## config.mk

```make
export PLATFORM = sky130hd
export DESIGN_NAME = maxpool_stream
export DESIGN_NICKNAME = d
export VERILOG_FILES = /design/src/rtl/maxpool_stream.sv
export SDC_FILE = /design/constraint.sdc
export NUM_CORES = 1
export LEC_CHECK = 0
export CAP_MARGIN = 20
export CORE_ASPECT_RATIO = 1.2
export CORE_MARGIN = 5
export CORE_UTILIZATION = 30
export CTS_CLUSTER_DIAMETER = 40
export DETAILED_ROUTE_END_ITERATION = 10
export GPL_TIMING_DRIVEN = 0
export SLEW_MARGIN = 15
export SYNTH_ARGS = -nofsm -noshare
export SYNTH_HDL_FRONTEND = slang
export SYNTH_SLANG_ARGS = --single-unit
```

## constraint.sdc

```tcl
create_clock -name clk -period 5.8 [get_ports clk]
set_input_delay 0.87 -clock clk [delete_from_list [all_inputs] [get_ports clk]]
set_output_delay 0.87 -clock clk [all_outputs]
set_load 0.01 [all_outputs]
```

## src/rtl/maxpool_stream.sv

```systemverilog
// Streaming 1-D max-pooling: non-overlapping windows of P signed samples per L-sample frame,
// one registered maximum per window with a frame-last flag, valid/ready on both sides.
module maxpool_stream #(
  parameter int T = 8,
  parameter int L = 97,
  parameter int P = 4
) (
  input  logic         clk,
  input  logic         reset,
  input  logic         s_valid_y,
  output logic         s_ready_y,
  input  logic [T-1:0] s_data_in_y,
  output logic         m_valid_z,
  input  logic         m_ready_z,
  output logic [T-1:0] m_data_out_z,
  output logic         m_last_z
);

  localparam int FW = (L > 1) ? $clog2(L) : 1;
  localparam int WW = (P > 1) ? $clog2(P) : 1;
  localparam logic [FW-1:0] FRAME_LAST = FW'(L - 1);
  localparam logic [WW-1:0] WIN_LAST   = WW'(P - 1);

  logic [FW-1:0]       frame_cnt_reg, frame_cnt_next;
  logic [WW-1:0]       win_cnt_reg, win_cnt_next;
  logic signed [T-1:0] run_max_reg, run_max_next;
  logic                m_valid_reg, m_valid_next;
  logic [T-1:0]        m_data_reg, m_data_next;
  logic                m_last_reg, m_last_next;

  logic signed [T-1:0] sample;
  logic                accept;
  logic                frame_end;
  logic                win_close;

  assign sample    = $signed(s_data_in_y);
  // Input only stalls while a result is held and not being drained this cycle.
  assign s_ready_y = ~m_valid_reg | m_ready_z;
  assign accept    = s_valid_y & s_ready_y;
  assign frame_end = (frame_cnt_reg == FRAME_LAST);
  assign win_close = accept & ((win_cnt_reg == WIN_LAST) | frame_end);

  always_comb begin
    frame_cnt_next = frame_cnt_reg;
    win_cnt_next   = win_cnt_reg;
    run_max_next   = run_max_reg;
    m_valid_next   = m_valid_reg;
    m_data_next    = m_data_reg;
    m_last_next    = m_last_reg;

    if (accept) begin
      // First sample of a window loads directly so nothing leaks across windows or frames.
      if ((win_cnt_reg == '0) || (sample > run_max_reg)) begin
        run_max_next = sample;
      end
      frame_cnt_next = frame_end ? '0 : frame_cnt_reg + 1'b1;
      win_cnt_next   = win_close ? '0 : win_cnt_reg + 1'b1;
    end

    if (win_close) begin
      m_valid_next = 1'b1;
      m_data_next  = $unsigned(run_max_next);
      m_last_next  = frame_end;
    end else if (m_ready_z) begin
      m_valid_next = 1'b0;
    end
  end

  always_ff @(posedge clk) begin
    if (reset) begin
      frame_cnt_reg <= '0;
      win_cnt_reg   <= '0;
      run_max_reg   <= '0;
      m_valid_reg   <= 1'b0;
      m_data_reg    <= '0;
      m_last_reg    <= 1'b0;
    end else begin
      frame_cnt_reg <= frame_cnt_next;
      win_cnt_reg   <= win_cnt_next;
      run_max_reg   <= run_max_next;
      m_valid_reg   <= m_valid_next;
      m_data_reg    <= m_data_next;
      m_last_reg    <= m_last_next;
    end
  end

  assign m_valid_z    = m_valid_reg;
  assign m_data_out_z = m_data_reg;
  assign m_last_z     = m_last_reg;

endmodule

```

* Word-level counts from Yosys, hierarchy flattened
Cells that the tools add are included.
** Operators by class
- $mul :: 0
- Add/subtract/negate cells :: 2
- Eq/ne operators :: 2
- Div/mod/pow operators :: 0
- Bitwise gates (word level) :: 5
- Magnitude comparators :: 1
- Reduce and logical (&&, ||, !) cells :: 3
- Muxes and demuxes :: 6
- Shift operators :: 0
** Operators by type and width (count)
- 2-to-1 mux 8 bit :: 2
- greater-than comparator 8 bit :: 1
- adder 7 x 1 -> 7 bit (second input constant) :: 1
- equality test 7 bit (second input constant) :: 1
- 2-to-1 mux 7 bit :: 1
- adder 2 x 1 -> 2 bit (second input constant) :: 1
- AND 1 bit :: 2
- equality test 2 bit (second input constant) :: 1
- logical NOT 2 bit :: 1
- 2-to-1 mux 1 bit :: 2
- 2-to-1 mux 2 bit :: 1
- OR 1 bit :: 2
- nonzero test 2 bit :: 1
- logical OR 1 bit :: 1
- inverter 1 bit :: 1
** Word-level totals
- Logic and storage cells :: 25
- Bits in read-only memories :: 0
- Memory bits (writable) :: 0
- Output and inout bits :: 11
- Input port bits :: 12
- Latch bits :: 0
- Memories :: 0
- Bits in registers :: 27

* Depth between registers and ports, before layout
- Depth after elaboration :: 5
- Depth in mapped cells :: 10
- Mapped depth without buffers :: 8

* Least setup slack after synthesis
OpenSTA, ideal clock, no wires.
- Path type :: input to register
- Start :: in s_data_in_y[7]
- End :: reg m_data_reg[0], in the netlist m_data_out_z[0]
- Setup time :: 0.119 ns
- Setup slack :: 3.395 ns
- Cell stages on the path :: 9
- Arrival :: 2.287 ns
- Cells stage by stage :: ha_1 -> nand4_1 -> nor3_1 -> a211oi_2 -> o21ai_1 -> buf_6 -> or2_1 -> buf_6 -> o221a_1
** Between the ends
- Longest elaborated chain between the ends :: 4
** RTL lines
- start: declaration :: line 12 : input logic [T-1:0] s_data_in_y,
- greater-than comparator 8 bit :: line 53 : if ((win_cnt_reg == '0) || (sample > run_max_reg)) begin
- logical OR 1 bit :: line 53
- 2-to-1 mux 8 bit :: line 53
- 2-to-1 mux 8 bit :: line 51 : if (accept) begin
- end signal: assignment :: line 82 : m_data_reg <= m_data_next;
- end: declaration :: line 28 : logic [T-1:0] m_data_reg, m_data_next;
Every way passes these cells.
A chain may end at the register's enable or synchronous reset.

* Final worst setup path
- Start :: in m_ready_z
- End :: out s_ready_y
** Between the ends
- Longest elaborated chain between the ends :: 1
** RTL lines
- start: declaration :: line 14 : input logic m_ready_z,
- OR 1 bit :: line 38 : assign s_ready_y = ~m_valid_reg | m_ready_z;
- end: declaration :: line 11 : output logic s_ready_y,
Every way passes these cells.

==> results.toml <==
[synth]
synthCells = 153
yosysWarnings = 0
yosys.area_share.simple_pct = 20.6
avgSynthCellArea_um2 = 8.95
synth_xor_area_share_pct = 3.84
synth_top_family_by_area = "simple AND/OR/NAND/NOR gates"
synth_compound_area_share_pct = 12.6
synth-seq-cells = 27
netlist_area_mm2 = 0.00137
synth_nets = 177
yosys-mux-area-fraction_pct = 5.84
synth_seq_area_share_pct = 39.5
synth-adder-area-share_pct = 11.0
ys_types = 33

[clocking]
clk_pin_slew_ns = 0.09
cts_tree = "built"
h-tree-depth = 1
clk-insertion-delay-late_ns = 0.27
cts-root-buf = "clkbuf_8"
cts.path.max_buffers = 2
numCtsBuffers = 3
cts_resized = 0
cts_hold_buf = 0
post_cts_buffers = 0
cts.sinks = 27

[floorplanning]
die_w_um = 71.7
dieArea_mm2 = 0.00602
start_util_pct = 30.5
die-height_um = 84.0
core_mm2 = 0.00449
ios = 23
rows = 27

[global_routing]
grt_antenna_before_repair = 0
first_global_vias = 1100
grt_start_max_net_pins = 16
overflow = 0
grt_util_all_layers_pct = 10.4
grt_pass1_wl_um = 5030

[power]
p_clk_share_pct = 30.0
peakVddDrop_mv = 0.103
powerDensity_mw_per_mm2 = 211
netSwitchingFraction_pct = 25.8
leakage_nw = 0.678
p_int_uw = 268
p_sw_uw = 93.2
p_comb_share_pct = 15.0
p_total_uw = 361
seqPwrFrac_pct = 55.0

[critical_path]
endpoint_kind = "primary output"
r2r-start = "run_max_reg[7]"
worst-setup-path-type = "input port to primary output"
critPathRequiredTime_ns = 4.93
cp_max_fo = 4
crit_arrival_ns = 2.00
startpoint_type = "input port"
cp-startpoint = "m_ready_z"

[timing]
fmax_ghz = 0.349
rsz0062_at_grt = "no"
period_share_pct = 49.5
period_minus_slack_ns = 2.87
holdWs_ns = 0.472
fin_skew_ns = 0.00404
finalMaxSlewViolations = 0
tns_ns = 0
setup_viol = 0
hold_viol_final = 0
worstMarginPinSlew_ns = 0.551
slew_headroom_pct = 63.2

[outcome]
outcome = "finished clean"

[detailed_routing]
avgRoutedWirePerCell_um = 12.1
vias = 1092
viasPerCell = 4.61
wirelength_um = 2880
drc = 0
drtIter0Drc = 43
antenna_left = 0
dr.pass1.iters = 4

[finish]
final_common_cell = "nor2_1"
layout_common_cells = "nor2_1 (32), dfxtp_1 (27), clkdlybuf4s50_1 (22), inv_1 (13), ha_1 (12)"
diodes = 0
fin_nets = 204
instances_no_fill = 237
area_growth_pct = 24.7
drive_gt1_share_pct = 6.70
utilization_pct = 38.0

[place]
placedCellCount = 233
gp_congestion = 0.690
place.detailed.hpwl_um = 2150
portBuffers = 22

[run]
max_cap_viol_count = 0

[hold_path]
hold_path.class = "flop to flop"
hp-start = "m_last_z"
power by group through the flow:
| stage | Sequential (mW) | Clock (mW) | Combinational [mW] |
|---|---|---|---|
| final | 0.199 | 0.108 | 0.0543 |
| after global routing | 0.200 | 0.120 | 0.0627 |
| after CTS | 0.199 | 0.112 | 0.0555 |
| after detailed placement | 0.203 | 0 | 0.0551 |
| after global placement | 0.203 | 0 | 0.0543 |
| after floorplan | 0.202 | 0 | 0.0355 |
metrics by stage:
stage / setup slack [ns] / instance area, um^2
after floorplan: 3.39 / 1370
after global placement: 2.72 / 1660
after detailed placement: 2.71 / 1660
after CTS: 2.92 / 1710
after global routing: 2.83 / 1710
final: 2.93 / 1710
metal layers:
| layer | global-route usage, % | wire (um) | vias to the layer above |
|---|---|---|---|
| li1 | - | - | 573 |
| met1 | 13.5 | 1330 | 498 |
| met2 | 16.8 | 1380 | 19 |
| met3 | 2.17 | 142 | 2 |
| met4 | 3.59 | 21 | 0 |
| met5 | 0 | 0 | - |
kinds of logic after synthesis:
family | count (synthesis)
adder cells (fa/ha/maj) | 12
buffers and inverters | 19
AND/OR/NAND/NOR | 59
flip-flops | 27
AO/OA/AOI/OAI | 22
multiplexers | 8
XOR/XNOR | 6
cell usage after synthesis:
master	count	area (um^2)
a211oi_2	1	12.5
a21oi_1	8	40.0
and2_1	1	6.26
and3_1	1	6.26
and4_1	1	8.76
buf_2	1	5.00
buf_4	1	7.51
buf_6	2	22.5
clkbuf_1	2	7.51
dfxtp_1	27	541
ha_1	12	150
inv_1	13	48.8
mux2i_1	8	80.1
nand2_1	8	30.0
nand2_2	1	6.26
nand2b_1	1	6.26
nand2b_4	1	13.8
nand3_1	2	10.0
nand4_1	4	25.0
nand4b_1	1	8.76
nor2_1	32	120
nor2b_1	1	6.26
nor3_1	2	10.0
nor3_2	1	10.0
nor4b_1	1	8.76
o211ai_1	1	7.51
o21a_1	1	7.51
o21ai_0	1	5.00
o21ai_1	2	10.0
o221a_1	8	90.1
or2_1	1	6.26
xnor2_1	2	17.5
xor2_1	4	35.0
path summary, 6_finish.rpt:
kind                     endpoint  slack (ns)  depth (start not counted)
setup / recovery        s_ready_y        2.93                          3
hold / removal           m_last_z        0.47                          2
setup reg to reg  m_data_out_z[5]        3.69                          9
hold reg to reg          m_last_z        0.47                          2
critical path, cell delays in order:
cell and delay (ns):
clkdlybuf4s50_1 0.46, nand2b_4 0.13, clkdlybuf4s50_1 0.53
area by class of cell:
type / count / area [um^2]
Sequential cell: 27 / 541
Inverter: 13 / 48.8
Clock inverter: 1 / 5.00
Buffer: 6 / 42.5
Clock buffer: 3 / 41.3
Timing Repair Buffer: 22 / 220
Multi-Input combinational cell: 107 / 738
Tap cell: 58 / 72.6
Fill cell: 472 / 2780
(Power assumes the default switching activity.)
